<file path="src/rtl/axi_lite_master_ctrl.sv">
// Single-outstanding AXI4-Lite master sequencer for the LSU's MMIO command registers.
// Issues one write or read per command and reports completion, error code and read data.
module axi_lite_master_ctrl #(
    parameter int unsigned ADDR_W  = 32,
    parameter int unsigned DATA_W  = 32,
    parameter int unsigned TIMEOUT = 255
) (
    input  logic                i_clk,
    input  logic                i_rst,
    input  logic                i_cmd_sel,
    input  logic [1:0]          i_cmd_ctrl,
    input  logic [ADDR_W-1:0]   i_cmd_addr,
    input  logic [DATA_W-1:0]   i_cmd_wdata,
    input  logic [DATA_W/8-1:0] i_cmd_strobe,
    output logic                o_busy,
    output logic                o_done,
    output logic [1:0]          o_err_code,
    output logic [DATA_W-1:0]   o_rdata,
    output logic [ADDR_W-1:0]   m_awaddr,
    output logic                m_awvalid,
    input  logic                m_awready,
    output logic [DATA_W-1:0]   m_wdata,
    output logic [DATA_W/8-1:0] m_wstrb,
    output logic                m_wvalid,
    input  logic                m_wready,
    input  logic [1:0]          m_bresp,
    input  logic                m_bvalid,
    output logic                m_bready,
    output logic [ADDR_W-1:0]   m_araddr,
    output logic                m_arvalid,
    input  logic                m_arready,
    input  logic [DATA_W-1:0]   m_rdata,
    input  logic [1:0]          m_rresp,
    input  logic                m_rvalid,
    output logic                m_rready
);

    localparam int unsigned CNT_W = $clog2(TIMEOUT + 1);
    // Abort on the last of TIMEOUT cycles spent waiting in a handshake state.
    localparam logic [CNT_W-1:0] CNT_LAST = CNT_W'(TIMEOUT - 1);

    localparam logic [1:0] ERR_OK      = 2'b00;
    localparam logic [1:0] ERR_SLAVE   = 2'b01;
    localparam logic [1:0] ERR_TIMEOUT = 2'b10;
    localparam logic [1:0] ERR_ILLEGAL = 2'b11;

    typedef enum logic [2:0] {
        StIdle,
        StWrReq,
        StWrResp,
        StRdReq,
        StRdData,
        StDone
    } state_t;

    state_t           state_q;
    logic [CNT_W-1:0] cnt_q;
    logic             aw_done_q;
    logic             w_done_q;

    logic aw_hs, w_hs, b_hs, ar_hs, r_hs, timed_out;

    assign aw_hs     = m_awvalid & m_awready;
    assign w_hs      = m_wvalid & m_wready;
    assign b_hs      = m_bvalid & m_bready;
    assign ar_hs     = m_arvalid & m_arready;
    assign r_hs      = m_rvalid & m_rready;
    assign timed_out = (cnt_q == CNT_LAST);

    function automatic logic [1:0] resp_err(input logic [1:0] resp);
        return (resp != 2'b00) ? ERR_SLAVE : ERR_OK;
    endfunction

    always_ff @(posedge i_clk or negedge i_rst) begin
        if (!i_rst) begin
            state_q    <= StIdle;
            cnt_q      <= '0;
            aw_done_q  <= 1'b0;
            w_done_q   <= 1'b0;
            o_busy     <= 1'b0;
            o_done     <= 1'b0;
            o_err_code <= ERR_OK;
            o_rdata    <= '0;
            m_awaddr   <= '0;
            m_awvalid  <= 1'b0;
            m_wdata    <= '0;
            m_wstrb    <= '0;
            m_wvalid   <= 1'b0;
            m_bready   <= 1'b0;
            m_araddr   <= '0;
            m_arvalid  <= 1'b0;
            m_rready   <= 1'b0;
        end else begin
            o_done <= 1'b0;
            case (state_q)
                StIdle: begin
                    if (i_cmd_sel) begin
                        case (i_cmd_ctrl)
                            2'b01: begin
                                m_awaddr  <= i_cmd_addr;
                                m_wdata   <= i_cmd_wdata;
                                m_wstrb   <= i_cmd_strobe;
                                m_awvalid <= 1'b1;
                                m_wvalid  <= 1'b1;
                                aw_done_q <= 1'b0;
                                w_done_q  <= 1'b0;
                                cnt_q     <= '0;
                                o_busy    <= 1'b1;
                                state_q   <= StWrReq;
                            end
                            2'b10: begin
                                m_araddr  <= i_cmd_addr;
                                m_arvalid <= 1'b1;
                                cnt_q     <= '0;
                                o_busy    <= 1'b1;
                                state_q   <= StRdReq;
                            end
                            2'b11: begin
                                o_err_code <= ERR_ILLEGAL;
                                o_done     <= 1'b1;
                                o_busy     <= 1'b1;
                                state_q    <= StDone;
                            end
                            default: ;
                        endcase
                    end
                end
                StWrReq: begin
                    if (aw_hs) begin
                        m_awvalid <= 1'b0;
                        aw_done_q <= 1'b1;
                    end
                    if (w_hs) begin
                        m_wvalid <= 1'b0;
                        w_done_q <= 1'b1;
                    end
                    // AW and W may complete in either order or together.
                    if ((aw_done_q | aw_hs) & (w_done_q | w_hs)) begin
                        m_bready <= 1'b1;
                        cnt_q    <= '0;
                        state_q  <= StWrResp;
                    end else if (timed_out) begin
                        m_awvalid  <= 1'b0;
                        m_wvalid   <= 1'b0;
                        o_err_code <= ERR_TIMEOUT;
                        o_done     <= 1'b1;
                        state_q    <= StDone;
                    end else begin
                        cnt_q <= cnt_q + CNT_W'(1);
                    end
                end
                StWrResp: begin
                    if (b_hs) begin
                        m_bready   <= 1'b0;
                        o_err_code <= resp_err(m_bresp);
                        o_done     <= 1'b1;
                        state_q    <= StDone;
                    end else if (timed_out) begin
                        m_bready   <= 1'b0;
                        o_err_code <= ERR_TIMEOUT;
                        o_done     <= 1'b1;
                        state_q    <= StDone;
                    end else begin
                        cnt_q <= cnt_q + CNT_W'(1);
                    end
                end
                StRdReq: begin
                    if (ar_hs) begin
                        m_arvalid <= 1'b0;
                        m_rready  <= 1'b1;
                        cnt_q     <= '0;
                        state_q   <= StRdData;
                    end else if (timed_out) begin
                        m_arvalid  <= 1'b0;
                        o_err_code <= ERR_TIMEOUT;
                        o_done     <= 1'b1;
                        state_q    <= StDone;
                    end else begin
                        cnt_q <= cnt_q + CNT_W'(1);
                    end
                end
                StRdData: begin
                    if (r_hs) begin
                        o_rdata    <= m_rdata;
                        o_err_code <= resp_err(m_rresp);
                        m_rready   <= 1'b0;
                        o_done     <= 1'b1;
                        state_q    <= StDone;
                    end else if (timed_out) begin
                        m_rready   <= 1'b0;
                        o_err_code <= ERR_TIMEOUT;
                        o_done     <= 1'b1;
                        state_q    <= StDone;
                    end else begin
                        cnt_q <= cnt_q + CNT_W'(1);
                    end
                end
                StDone: begin
                    o_busy  <= 1'b0;
                    state_q <= StIdle;
                end
                default: state_q <= StIdle;
            endcase
        end
    end

endmodule

</file>
<file path="config.mk">
export PLATFORM = sky130hd
export DESIGN_NAME = axi_lite_master_ctrl
export DESIGN_NICKNAME = d
export VERILOG_FILES = /design/src/rtl/axi_lite_master_ctrl.sv
export SDC_FILE = /design/constraint.sdc
export NUM_CORES = 1
export LEC_CHECK = 0
export ABC_AREA = 1
export CORE_UTILIZATION = 44
export DETAILED_ROUTE_END_ITERATION = 8
export GPL_TIMING_DRIVEN = 1
export PLACE_DENSITY = 0.81
export SLEW_MARGIN = 10
export SYNTH_ARGS = -nofsm -noshare
export SYNTH_HDL_FRONTEND = slang
export SYNTH_SLANG_ARGS = --single-unit
</file>
<file path="constraint.sdc">
create_clock -name i_clk -period 2 [get_ports i_clk]
set_input_delay 0.4 -clock i_clk [delete_from_list [all_inputs] [get_ports i_clk]]
set_output_delay 0.4 -clock i_clk [all_outputs]
set_load 0.01 [all_outputs]
</file>
==> results of run 1 <==
[area by class of cell]
cell class	count	area share (%)
Tap cell	180	2.26
Inverter	29	1.09
Multi-Input combinational cell	565	23.7
Clock inverter	12	1.49
Clock buffer	19	4.45
Timing Repair Buffer	277	28.3
Sequential cell	154	38.7
[worst max-delay path by stage]
stage / start / end / slack [ns] / cells after the start
6_report: cnt_q[0] / o_err_code[1] / 0.18 / 11
5_1_grt: cnt_q[0] / o_err_code[1] / 0.05 / 11
4_1_cts: m_awaddr[1] / m_awaddr[1] / 0.17 / 1
3_5_place_dp: i_cmd_ctrl[0] / cnt_q[2] / -0.05 / 11
3_3_place_gp: i_cmd_ctrl[0] / cnt_q[6] / -0.005 / 11
2_1_floorplan: cnt_q[0] / cnt_q[3] / 0.55 / 9
[kinds of logic (layout without fill, tap and decap cells)]
logic type,after synthesis,in the layout
simple gates,505,505
flops,154,154
buf+inv,59,337
compound gates,51,51
fa+ha+maj,7,7
xor+xnor,2,2
[timing repair]
item	in CTS	in global routing
hold endpoints to repair	40	0
setup endpoints to repair	0	2
hold buffers	1	0
resized for setup	0	1
[power by group through the flow]
stage | clock [W] | sequential, W | combinational [W]
2_1_floorplan | 0 | 0.00569 | 0.00197
3_3_place_gp | 0 | 0.00514 | 0.00587
3_5_place_dp | 0 | 0.00518 | 0.00600
4_1_cts | 0.00329 | 0.00517 | 0.00605
5_1_grt | 0.00343 | 0.00533 | 0.00656
6_report | 0.00323 | 0.00517 | 0.00600
[registers in the layout (all words and copies together), names as in the netlist, 2 cells and up]
name / count
cnt_q: 8
o_err_code: 2
m_awaddr: 32
o_rdata: 32
state_q: 3
m_wdata: 32
m_araddr: 32
m_wstrb: 4
[per-layer routing]
metal | track usage [%] | share of wire, %
met1 | 28.4 | 40
met2 | 41.5 | 48
met3 | 11.3 | 11
met4 | 8.73 | 1.8
met5 | 0 | 0
[through the flow]
| step | cell area, sq um | util [%] | instances | setup slack [ns] | total power (W) |
|---|---|---|---|---|---|
| 2_1_floorplan | 6480 | - | 778 | 0.546 | 0.00766 |
| 3_3_place_gp | 9360 | 66.1 | 1204 | -0.00488 | 0.0110 |
| 3_5_place_dp | 9360 | 66.1 | 1204 | -0.0523 | 0.0112 |
| 4_1_cts | 9960 | 70.4 | 1236 | 0.169 | 0.0145 |
| 5_1_grt | 9960 | 70.4 | 1236 | 0.0534 | 0.0153 |
| 6_report | 9960 | 70.4 | 1236 | 0.184 | 0.0144 |
[synth_stat cells]
master,count
or2_2,2
nor3_2,1
o32a_1,1
ha_1,7
nand4_1,1
buf_6,2
nand2_1,448
nand2_4,1
buf_2,20
o21ai_0,46
nor2_2,1
inv_1,26
inv_2,3
buf_4,1
nand2_2,3
nand3b_1,3
xor2_1,1
nor2_1,24
nand3_1,13
clkbuf_1,7
dfrtp_1,154
nor2_4,5
nor3_1,3
xnor2_1,1
a21oi_1,3
o22ai_1,1
[worst max-delay path, stage by stage (launching register included)]
cell and delay, ns:
dfrtp_1 0.41, inv_1 0.10, ha_1 0.20, inv_1 0.05, nor2_1 0.03, nand2_1 0.38
buf_4 0.23, nand2_1 0.06, nand2_1 0.08, nand2_1 0.06, nand2_1 0.06, nand2_1 0.04
==> results_dict.tcl, run 1 <==
set metrics [dict create \
    outcome "finished clean" \
    max_freq_mhz 551 \
    cts_buffers 17 \
    dr_total_vias 5929 \
    min_from "o_rdata[24]" \
    regToRegEndpoint "o_err_code[1]" \
    p_leak_nw 4.97 \
    synth_simple_gate_area_share_pct 30.8 \
    regArea_sq_mm 0.00385 \
    netlist_top_cells_area "dfrtp_1 59%, nand2_1 26%, o21ai_0 3.6%, buf_2 1.5%, inv_1 1.5%" \
    start_util_pct 45.8 \
    synthDistinctLibCells 26 \
    yosysTopAreaCellShare_pct 59.5 \
    r2r.worst_path.cells 11 \
    worstPathRequired_ns 2.30 \
    floorplan.die_area_sq_mm 0.0152 \
    drc 0 \
    whs_ns 0.469 \
    p_int_w 0.00945 \
    postCtsSetupRepairBufs 0 \
    hold_violations 0 \
    fp.dieH_microns 123 \
    min_path_cells 2 \
    cts.clk_slew.worst_paths_ns 0.06 \
    fin_skew_ns 0.00875 \
    syn_to_final_growth_pct 53.7 \
    maxCapViolCount 0 \
    synth_xor_xnor_area_share_pct 0.270 \
    routedWlPerCell_microns 14.9 \
    antenna_found_initial 0 \
    dp_hpwl_mm 13.1 \
    ys_ff_latch 154 \
    layout_common_cells "448 x nand2_1, 253 x clkdlybuf4s50_1, 154 x dfrtp_1" \
    synth-seq-area-share_pct 59.5 \
    drt-initial-drc-count 327 \
    path_max_fanout 13 \
    setup.worst_path.start_class "register" \
    synthAdderAreaFrac_pct 1.35 \
    core_area_sq_mm 0.0141 \
    critPathArrivalTime_ns 2.12 \
    worstReg2RegStart "cnt_q[0]" \
    first_pass_iters 4 \
    clkPwrFrac_pct 22.4 \
    syn-num-nets 899 \
    insertion_delay_ns 0.42 \
    switchingPower_w 0.00495 \
    ys_warn_count 0 \
    cts_buffer_depth 2 \
    critical_path_class "register to register" \
    ios 255 \
    n_antenna_cell 0 \
    slew_headroom_pct 65.4 \
    holdPathEnd "o_rdata[24]" \
    cts_tree "yes" \
    final_common_cell "nand2_1" \
    viasPerCell 4.80 \
    ir_drop_uv 868 \
    syn_inst 778 \
    fp.dieW_microns 123 \
    grtUsageTotal_pct 25.0 \
    final_net_count 1165 \
    seq_power_share_pct 35.9 \
    fillCellCount 1108 \
    overflow 0 \
    io_buffers 254 \
    rrSetupSlack_ns 0.18 \
    routabilityCongestion 0.866 \
    fp-row-count 43 \
    syn_avg_cell_area_sq_um 8.33 \
    wirelength_mm 18.4 \
    p_sw_share_pct 34.4 \
    combPwrFrac_pct 41.7 \
    cp-end-kind "register" \
    power_per_cell_area_mw_per_mm2 1450 \
    synth.cell_area_sq_mm 0.00648 \
    setup_viol 0 \
    drive_gt1_share_pct 6.63 \
    rsz0062_at_grt "false" \
    worst_pin_slew_ns 0.517 \
    ant_nets 0 \
    setup_tns_ns 0 \
    grt_max_degree 69 \
    cts.sinks 154 \
    grt_pass1_vias 5912 \
    synthMuxAreaShare_pct 0 \
    grt_pass1_wl_mm 28.8 \
    htreeDepth 4 \
    multi_input_area_sq_mm 0.00236 \
    min_period_over_period_pct 90.8 \
    cts-root-buf "clkbuf_16" \
    period_needed_ns 1.82 \
    slew_violations 0 \
    hold_path.class "register to register" \
    synth_compound_area_share_pct 4.03 \
    synth_top_family_by_area "simple AND/OR/NAND/NOR gates" \
    synth_top_area_cell "dfrtp_1" \
]
(Power assumes the default switching activity.)
==> run 2, diff against run 1 <==
--- a/config.mk
+++ b/config.mk
@@ -6,7 +6,9 @@
 export NUM_CORES = 1
 export LEC_CHECK = 0
 export ABC_AREA = 1
+export CAP_MARGIN = 20
 export CORE_UTILIZATION = 44
+export CTS_CLUSTER_SIZE = 28
 export DETAILED_ROUTE_END_ITERATION = 8
 export GPL_TIMING_DRIVEN = 1
 export PLACE_DENSITY = 0.81
==> results of run 2 <==
Same layout as run 1: the final DEF is identical, and so are final timing and power.
==> RTL edit 1, RTL diff (flow settings as in run 1) <==
The parameter `TIMEOUT` goes from 255 to 510.
--- a/src/rtl/axi_lite_master_ctrl.sv
+++ b/src/rtl/axi_lite_master_ctrl.sv
@@ -3,7 +3,7 @@
 module axi_lite_master_ctrl #(
     parameter int unsigned ADDR_W  = 32,
     parameter int unsigned DATA_W  = 32,
-    parameter int unsigned TIMEOUT = 255
+    parameter int unsigned TIMEOUT = 510
 ) (
     input  logic                i_clk,
     input  logic                i_rst,
Formal check against the unedited RTL: same outputs for any inputs over 4 cycles, from zero or initial values and one cycle with i_rst low; that may be too few to reach the edited logic, so the function may still have changed.
==> RTL edit 1 against run 1 <==
- core utilization shrank 1.7 points
- sequential share of layout area grew 0.30 points
- via count shrank 0.74%
- synthesized area grew 0.42%
- sequential power grew 2%
- total power grew 1.3%
- largest power group unchanged
- die area grew 0.42%
- design area shrank 0.13%
- sequential cell count grew 1
- largest cell class unchanged
- global-route usage shrank 0.66 points
- setup slack gained 0.031 ns
- routed wire length shrank 1.6%
==> RTL edit 1: results (changes against run 1) <==
- Outcome: finished clean (unchanged)
- Clock buffers: 20 (was 19)
- Slowest-stage cell, CP: clkdlybuf4s50_1 (was dfrtp_1)
- Post-CTS resize count: 0 (unchanged)
- Share of cells above drive strength 1: 7.069% (was 6.629%)
- Pin count of the biggest net entering global routing: 52 (was 69)
- DRT Pass-1 Iters: 4 (unchanged)
- Signal buf overhead: 28.38% (was 28.29%)
- Vias in the first global route: 5813 (was 5912)
- R2R Path Start: state_q[0] (was cnt_q[0])
- Final period util: 89.23% (was 90.79%)
- Pre-CTS WS: -0.09508 ns (was -0.05228 ns)
- Clock network area share: 5.633% (was 5.940%)
- R2R cell count: 9 (was 11)
- Htree depth: 4 (unchanged)
- First-pass GRT wire length: 28.17 mm (was 28.79 mm)
- Dpl cell area: 9380 µm² (was 9359 µm²)
- Clock sink count: 155 (was 154)
- Leading post-synthesis cells by cell area: dfrtp_1 (60%), nand2_1 (27%), nor2_1 (1.6%), inv_1 (1.5%), buf_2 (1.4%) (was dfrtp_1 (59%), nand2_1 (26%), o21ai_0 (3.6%), buf_2 (1.5%), inv_1 (1.5%))
- Layout fillers: 1147 (was 1108)
- Skew final: 0.01162 ns (was 0.008746 ns)
- Clock Power: 3.04 mW (was 3.23 mW)
- Fraction of area in multi-input gates: 23.45% (was 23.73%)
- Leakage: 5.034 nW (was 4.972 nW)
- Worst VDD drop: 945.0 µV (was 867.9 µV)
- Gr usage total: 24.35% (was 25.01%)
- Worst path max stage delay: 0.56 ns (was 0.41 ns)
- Iteration-0 DRC Markers: 285 (was 327)
- Final Wtd Congestion: 0.9050 (was 0.8656)
- Flop pwr share: 36.0% (was 35.9%)
- Seq/total area: 38.98% (was 38.68%)
- Via density: 4.727 (was 4.797)
- Area of the multi-input gates: 2333 µm² (was 2365 µm²)
- CP max FO: 3 (was 13)
- Inverters, non-clock: 33 (was 29)
- Non-CTS buffers: 276 (was 277)
- Register area share after synthesis: 59.59% (was 59.46%)
- Vias: 5885 (was 5929)
- Setup crit start: m_bready (was cnt_q[0])
- Flop-to-flop setup slack: 0.22 ns (was 0.18 ns)
- Worst slew pin tran: 0.5853 ns (was 0.5175 ns)
- RR Endpoint: m_araddr[14] (was o_err_code[1])
- Synth Net Count: 903 (was 899)
- Critical path's top delay family: buffers and inverters (was simple AND/OR/NAND/NOR gates)
- CP endpoint: m_bready (was o_err_code[1])
- Syn Area/Cell: 8.323 µm² (was 8.331 µm²)
- NetSw: 5.165 mW (was 4.949 mW)
- Antenna violations before repair: 0 (unchanged)
- Clk_lat worst skew: 0.42 ns (about the same)
- Crit Path Category: flop to primary output (was flop to flop)
- Total Power: 14.58 mW (was 14.40 mW)
- Nets: 1169 (was 1165)
- Routed len/inst: 14.52 µm (was 14.87 µm)
- Top post-synthesis cells by count: nand2_1 (466), dfrtp_1 (155), nor2_1 (28), inv_1 (26), buf_2 (18) (was nand2_1 (448), dfrtp_1 (154), o21ai_0 (46), inv_1 (26), nor2_1 (24))
- Dpl hpwl: 13.14 mm (was 13.08 mm)
RTL edit 1: worst min path at each step:
stage / start / to / slack [ns] / cells past startpoint
after CTS: m_awaddr[11] / m_awaddr[11] / 0.47 / 2
after floorplan: i_rst / aw_done_q / 0.10 / 0
after detailed placement: i_rst / cnt_q[3] / 0.39 / 1
after global routing: m_awaddr[7] / m_awaddr[7] / 0.49 / 2
final: m_awaddr[24] / m_awaddr[24] / 0.47 / 2
after global placement: i_rst / cnt_q[5] / 0.39 / 1
RTL edit 1: logic make-up (layout without fill, tap and decap cells):
group	count (synthesis)	in the layout	share of synthesized area, %
DFF	155	155	59.59
AOI/OAI and AO/OA	22	22	1.865
and+or+nand+nor	536	536	32.64
buffers and inverters	62	341	4.556
adders and majority gates	7	7	1.346
RTL edit 1: metal layers:
layer | vias up | part of all wire, % | GRT usage, %
met3 | 21 | 9.7 | 8.883
met4 | 0 | 1.5 | 9.262
met2 | 210 | 49 | 41.11
met1 | 2734 | 40 | 28.15
met5 | - | 0 | 0
li1 | 2920 | - | -
==> RTL edit 2, RTL diff (config.mk and constraints of run 1) <==
Made on the original files. Re-encode `state_t` (6 states) as Gray code, 3 bits wide.
--- a/src/rtl/axi_lite_master_ctrl.sv
+++ b/src/rtl/axi_lite_master_ctrl.sv
@@ -45,12 +45,12 @@
     localparam logic [1:0] ERR_ILLEGAL = 2'b11;
 
     typedef enum logic [2:0] {
-        StIdle,
-        StWrReq,
-        StWrResp,
-        StRdReq,
-        StRdData,
-        StDone
+        StIdle   = 3'b000,
+        StWrReq  = 3'b001,
+        StWrResp = 3'b011,
+        StRdReq  = 3'b010,
+        StRdData = 3'b110,
+        StDone   = 3'b111
     } state_t;
 
     state_t           state_q;
Function: same outputs for any inputs over 4 cycles, from zero or initial values and one cycle with i_rst low; so few cycles prove little.
==> RTL edit 2 against run 1 <==
- routed wire length fell by 4.2%
- global-route usage fell by 1.2 points
- synthesized cell count rose by 0.13%
- clock skew fell by 0.0033 ns
- count of clock-buffer cells in the layout did not move
- synthesized area rose by 0.27%
- setup slack improved by 0.031 ns
- die area rose by 0.27%
- design area rose by 0.20%
- total power rose by 2.4%
- sequential cell count did not move
- critical endpoint is now m_arvalid
==> RTL edit 2: results (changes against run 1) <==
- Outcome: finished clean (unchanged)
- Final core utilization: 68.95% (was 70.41%)
- Fraction of area in multi-input gates: 22.51% (was 23.73%)
- Dpl cells: 1208 (was 1204)
- CP endpoint: m_arvalid (was o_err_code[1])
- Pre-CTS WS: -0.02589 ns (was -0.05228 ns)
- WP data arrival: 1.38 ns (was 2.12 ns)
- DRT Pass-1 Iters: 5 (was 4)
- Routed len/inst: 14.19 µm (was 14.87 µm)
- Register area share after synthesis: 59.30% (was 59.46%)
- Post-Synth XOR/XNOR Area: 0.1348% (was 0.2703%)
- Signal buf overhead: 28.01% (was 28.29%)
- Non-CTS buffers: 274 (was 277)
- Skew final: 0.005439 ns (was 0.008746 ns)
- HP Class: input pin to asynchronous set/reset pin (was flop to flop)
- Worst path max stage delay: 0.56 ns (was 0.41 ns)
- Vias: 5888 (was 5929)
- Leading post-synthesis cells by cell area: dfrtp_1 (59%), nand2_1 (24%), inv_1 (3.5%), o21ai_0 (3.2%), nand3_1 (1.7%) (was dfrtp_1 (59%), nand2_1 (26%), o21ai_0 (3.6%), buf_2 (1.5%), inv_1 (1.5%))
- Flop-to-flop setup slack: 0.35 ns (was 0.18 ns)
- Final wirelength: 17.61 mm (was 18.38 mm)
- Slowest-stage cell, CP: clkdlybuf4s50_1 (was dfrtp_1)
- Met2 WL: 8.466 mm (was 8.763 mm)
- Setup crit start: m_arvalid (was cnt_q[0])
- Slew Limit Headroom: 72.25% (was 65.42%)
- Layout fillers: 1121 (was 1108)
- Top post-synthesis cells by count: nand2_1 (413), dfrtp_1 (154), inv_1 (60), o21ai_0 (41) (was nand2_1 (448), dfrtp_1 (154), o21ai_0 (46), inv_1 (26), nor2_1 (24))
- Core box area: 14480 µm² (was 14150 µm²)
- Hold slack: 0.4744 ns (was 0.4691 ns)
- Final period util: 89.24% (was 90.79%)
==> RTL edit 2: cell types whose count changed in the layout (fill, tap and decap cells not counted), moves of 2 or more <==
cell        change
nand2_2         -2
clkinvlp_4      +3
buf_4           -3
o21ai_0         -5
clkinv_2        -4
nand3_1         +9
nand2_1        -35
nor2_4          -2
inv_1          +34
nand3b_1        +2
a21oi_1         -2
nand4_1         +3
==> RTL edit 2: cell families (layout without fill, tap and decap cells) <==
kind of cell               Yosys count  in the layout
and+or+nand+nor                    479            479
DFF                                154            154
xor gates and xnor gates             1              1
buffers and inverters               93            371
adders and majority gates            6              6
AOI/OAI and AO/OA                   46             46
==> RTL edit 2: power by group <==
| group | switching, mW | internal, mW | total (mW) |
|---|---|---|---|
| clock | 1.30 | 2.01 | 3.31 |
| combinational | 2.82 | 3.29 | 6.11 |
| sequential | 0.840 | 4.48 | 5.32 |
| total | 4.96 | 9.78 | 14.7 |
